File: config.mk
export PLATFORM = sky130hd
export DESIGN_NAME = field_packer
export DESIGN_NICKNAME = d
export VERILOG_FILES = /design/src/rtl/field_packer.sv
export SDC_FILE = /design/constraint.sdc
export NUM_CORES = 1
export LEC_CHECK = 0
export CORE_MARGIN = 3
export CORE_UTILIZATION = 30
export DETAILED_ROUTE_END_ITERATION = 8
export GPL_TIMING_DRIVEN = 0
export MAX_ROUTING_LAYER = met4
export PLACE_DENSITY = 0.63
export SETUP_SLACK_MARGIN = 0.5
export SYNTH_ARGS = -nofsm -noshare
export SYNTH_HDL_FRONTEND = slang
export SYNTH_SLANG_ARGS = --single-unit
export TNS_END_PERCENT = 1
File: constraint.sdc
create_clock -name i_clk -period 3.3 [get_ports i_clk]
set_input_delay 0.33 -clock i_clk [delete_from_list [all_inputs] [get_ports i_clk]]
set_output_delay 0.33 -clock i_clk [all_outputs]
set_load 0.02 [all_outputs]
File: src/rtl/field_packer.sv
// Packs four 3-bit fields plus a 2-bit select code into one 16-bit word with a valid/ready handshake.
// Optional parity bit in o_data[14] is enabled by defining FIELD_PACKER_PARITY_EN.
module field_packer (
   input  logic        i_clk,
   input  logic        i_rst,
   input  logic [2:0]  i_data,
   input  logic [1:0]  i_sel,
   input  logic        i_valid,
   output logic        o_ready,
   output logic [15:0] o_data,
   output logic        o_valid,
   input  logic        i_ready
);

   localparam logic [0:0] S_COLLECT = 1'b0;
   localparam logic [0:0] S_HOLD    = 1'b1;

   logic [0:0]  r_state;
   logic [1:0]  r_cnt;
   logic [13:0] r_data;
   logic [13:0] w_next_data;
   logic        w_accept;
   logic        w_par;

   assign w_accept = i_valid && (r_state == S_COLLECT);

   // Word contents after the current beat is merged in; beat 0 starts a fresh word.
   always_comb begin
      w_next_data = r_data;
      if (r_cnt == 2'd0) begin
         w_next_data[13:5] = 9'd0;
         w_next_data[1:0]  = i_sel;
      end
      case (r_cnt)
         2'd0:    w_next_data[4:2]   = i_data;
         2'd1:    w_next_data[7:5]   = i_data;
         2'd2:    w_next_data[10:8]  = i_data;
         default: w_next_data[13:11] = i_data;
      endcase
   end

   always_ff @(posedge i_clk) begin
      if (i_rst) begin
         r_state <= S_COLLECT;
         r_cnt   <= 2'd0;
         r_data  <= 14'd0;
      end else begin
         case (r_state)
            S_COLLECT: begin
               if (w_accept) begin
                  r_data <= w_next_data;
                  r_cnt  <= r_cnt + 2'd1;
                  if (r_cnt == 2'd3) r_state <= S_HOLD;
               end
            end
            default: begin
               if (i_ready) r_state <= S_COLLECT;
            end
         endcase
      end
   end

`ifdef FIELD_PACKER_PARITY_EN
   logic r_par;

   // Parity covers the completed word only; any new word starts with it cleared.
   always_ff @(posedge i_clk) begin
      if (i_rst) begin
         r_par <= 1'b0;
      end else if (w_accept) begin
         r_par <= (r_cnt == 2'd3) ? ^w_next_data : 1'b0;
      end
   end

   assign w_par = r_par;
`else
   assign w_par = 1'b0;
`endif

   assign o_ready = (r_state == S_COLLECT);
   assign o_valid = (r_state == S_HOLD);
   assign o_data  = {1'b0, w_par, r_data};

endmodule

==> metrics.txt <==
CP max stage delay 0.64 ns; kind of cell with the highest combined delay on the critical path buffers and inverters; Slew Viols, Final 0; clock latency on the worst-skew pair 0.29 ns; global route overflow 0; DRC violations left 0; share of synthesized area spent on multiplexers 1.36%; post-route antenna net violation count 0; leading cell types by total area after synthesis sky130_fd_sc_hd__dfxtp_1 46%, sky130_fd_sc_hd__o32ai_1 7.1%, sky130_fd_sc_hd__ha_1 6.8%, sky130_fd_sc_hd__inv_1 4.6%, sky130_fd_sc_hd__nand3b_1 4.1%; clock tree from TritonCTS yes; Yosys Warn Count 0; count of clock tree sinks 17; initial antenna violation count 0; worst-case vdd ir drop 0.000230 V; final clock period utilization by the worst path 51.2%; final critical path time including I/O delays and setup approximately 1.7 ns; unrepaired setup endpoints after global routing no; total setup violations reported at the end of the flow 0; worst hold path stage count 2; kind of end point of the critical path output pin; accumulated negative setup slack 0 ns; standard-cell row count 17; deepest clock path buffer count 2; launch instance of the worst min-delay path r_data[13]; wire length per cell after detailed routing roughly 12 um; #FFs+latches synth 17; count of input and output buffers 24; Layout Skew 0.00533 ns; final routed wirelength across all metal layers 1630 um; Placed Instance Area 0.00101 sq mm; Non-Filler Cell Area, Final ~0.0010 sq mm; smallest setup slack after layout 1.61 ns; synthesized area divided by synthesized cell count 9.08 sq um; outcome complete, no violations; instance count on the critical path 1; post-cts resize count 0; simple-gate area share of the yosys netlist 19.0%; share of final-layout standard cells stronger than drive strength 1 7.27%; Worst Path Buf+Inv 1; overall global routing resource usage about an eighth; worst reg2reg path endpoint r_data[12]; Layout Utilization between 40% and 50%; number of setup buffers added after CTS 0; cells along the critical path clkdlybuf4s50_1; Worst EP arrival 1.36 ns; Initial Util ~32%; number of filler instances in the final layout roughly 230; via density per instance 4.63; antenna diode count 0; Final Hold Slack between 0.4 and 0.5 ns; critical-path maximum fanout 7; xor and xnor area share after synthesis 1.19%; gate count after technology mapping 81; Detailed Place HPWL 1260 um; detailed-router iteration count before antenna repair 4; number of library cell types mapped by synthesis 23; startpoint class of the critical path flip-flop; number of cell instances on the worst register-to-register path 5; critical setup path kind reg -> out; Post-Syn Area 736 sq um; cell type with the highest aggregate area in the netlist sky130_fd_sc_hd__dfxtp_1; number of global-route vias before repair between 600 and 700; largest net degree at the start of global routing 11; end point of the worst hold path r_data[13]; reg-to-reg slack, setup about 1.8 ns; DRC violation total after the first TritonRoute iteration 8; data required time of the critical path 2.97 ns; compound-cell area share of the yosys netlist 15.5%; first-pass GRT wire length between 2000 and 3000 um; static leakage power between 0.0003 and 0.0004 uW; worst setup timing slack at the placement stage 1.64 ns; portion of the post-synthesis area used by sequential elements between 40% and 50%; largest family of logic cells by synthesized area simple AND/OR/NAND/NOR gates; top-level I/O count 27; Die Width 55.5 um; CTS H-tree depth 1; commonest non-fill, non-tap cell in the layout sky130_fd_sc_hd__clkdlybuf4s50_1; Peak Freq between 500 and 600 MHz; most frequent cells in the layout 24 x sky130_fd_sc_hd__clkdlybuf4s50_1, 17 x sky130_fd_sc_hd__dfxtp_1, 9 x sky130_fd_sc_hd__inv_1; core region area 0.00228 sq mm; clock root buffer sky130_fd_sc_hd__clkbuf_4; worst min path class reg -> reg; reg2reg start r_cnt[0]; area growth from synthesis to final layout 41.7%; slowest cell on the critical path sky130_fd_sc_hd__clkdlybuf4s50_1; Die H 55.5 um; hold buffers post-CTS 0; vias post-DR between 600 and 700; adder-cell area share of the yosys netlist 6.80%; power per cell area ~400 mW/mm^2; final-report hold violation count 0; max-capacitance violation count 0; routability cong. 0.729; area share of the largest cell type after synthesis between 40 and 50%; clock-pin slew of the registers on the worst-case setup and hold paths approximately 0.1 ns; number of buffers added by the clock tree synthesis step 3; Total Die Area 0.00308 sq mm; Post-layout nets 124
-- power by group --
part,leakage [uW],internal (uW),switching (uW),total (uW)
logic,0.000221,41.8,46.4,88.3
clock network,0.0000177,45.0,65.6,111
registers,0.000138,215,6.76,222
total,0.000377,302,119,421
-- cells by family after synthesis --
family | after synthesis
buf+inv | 14
simple gates | 26
xor+xnor | 1
fa+ha+maj | 4
flops | 17
other cells | 1
compound gates | 17
mux | 1
-- how the worst max path moves through the flow --
| stage | start | to | slack, ns |
|---|---|---|---|
| global route | o_valid | o_ready | 1.52 |
| finish | o_valid | o_valid | 1.61 |
| floorplan | r_cnt[0] | r_data[11] | 1.92 |
| CTS | o_valid | o_valid | 1.59 |
| detailed placement | i_rst | r_data[6] | 1.64 |
| global placement | i_rst | r_data[5] | 1.66 |
-- sequential cells by signal, summed over array words and instances (netlist names) --
signal,cells
o_valid,1
r_data,14
r_cnt,2
-- through the flow --
| step | power, uW | cells |
|---|---|---|
| after global placement | 313 | 134 |
| final | 421 | 138 |
| after global routing | 443 | 138 |
| after CTS | 426 | 138 |
| after detailed placement | 314 | 134 |
| after floorplan | 278 | 82 |
-- area by class of cell --
cell class                 instances  area (sq um)  share of cell area [%]
inverter                           9          33.8                    3.24
tap                               28          35.0                    3.36
sequential                        17           340                    32.7
clock inverter                     1          5.00                   0.480
timing repair buffer              24           240                    23.0
clock buffer                       3          22.5                    2.16
multi-input combinational         51           330                    31.7
buffer                             5          35.0                    3.36
-- worst min-delay path: stages, from the launching register on --
cell and delay (ns):
sky130_fd_sc_hd__dfxtp_1 0.32, sky130_fd_sc_hd__nand2_1 0.05, sky130_fd_sc_hd__a21oi_1 0.05
-- synthesized netlist by cell type --
library cell               instances
sky130_fd_sc_hd__o21ai_0           3
sky130_fd_sc_hd__xnor2_1           1
sky130_fd_sc_hd__o32ai_1           6
sky130_fd_sc_hd__nor2b_1           2
sky130_fd_sc_hd__o21a_1            2
sky130_fd_sc_hd__buf_4             2
sky130_fd_sc_hd__a21oi_1           5
sky130_fd_sc_hd__dfxtp_1          17
sky130_fd_sc_hd__buf_6             1
sky130_fd_sc_hd__clkbuf_1          1
sky130_fd_sc_hd__buf_2             1
sky130_fd_sc_hd__nor3b_1           1
sky130_fd_sc_hd__nand2_1           7
sky130_fd_sc_hd__nand3b_1          4
sky130_fd_sc_hd__nor2_1            3
sky130_fd_sc_hd__or3b_1            1
sky130_fd_sc_hd__ha_1              4
sky130_fd_sc_hd__a31oi_1           1
sky130_fd_sc_hd__inv_1             9
sky130_fd_sc_hd__mux2i_1           1
sky130_fd_sc_hd__nand2b_1          3
sky130_fd_sc_hd__conb_1            1
sky130_fd_sc_hd__nand3_1           5
-- routing by layer --
layer  global-route usage, %  vias to the layer above  wire length [um]
met5                       -                        -                 0
met2                    20.1                       21               782
met4                    5.21                        0                 9
met3                    2.57                        2                92
li1                        -                      330                 -
met1                    13.0                      286               745
No activity file was read; power rests on OpenSTA's default activity.
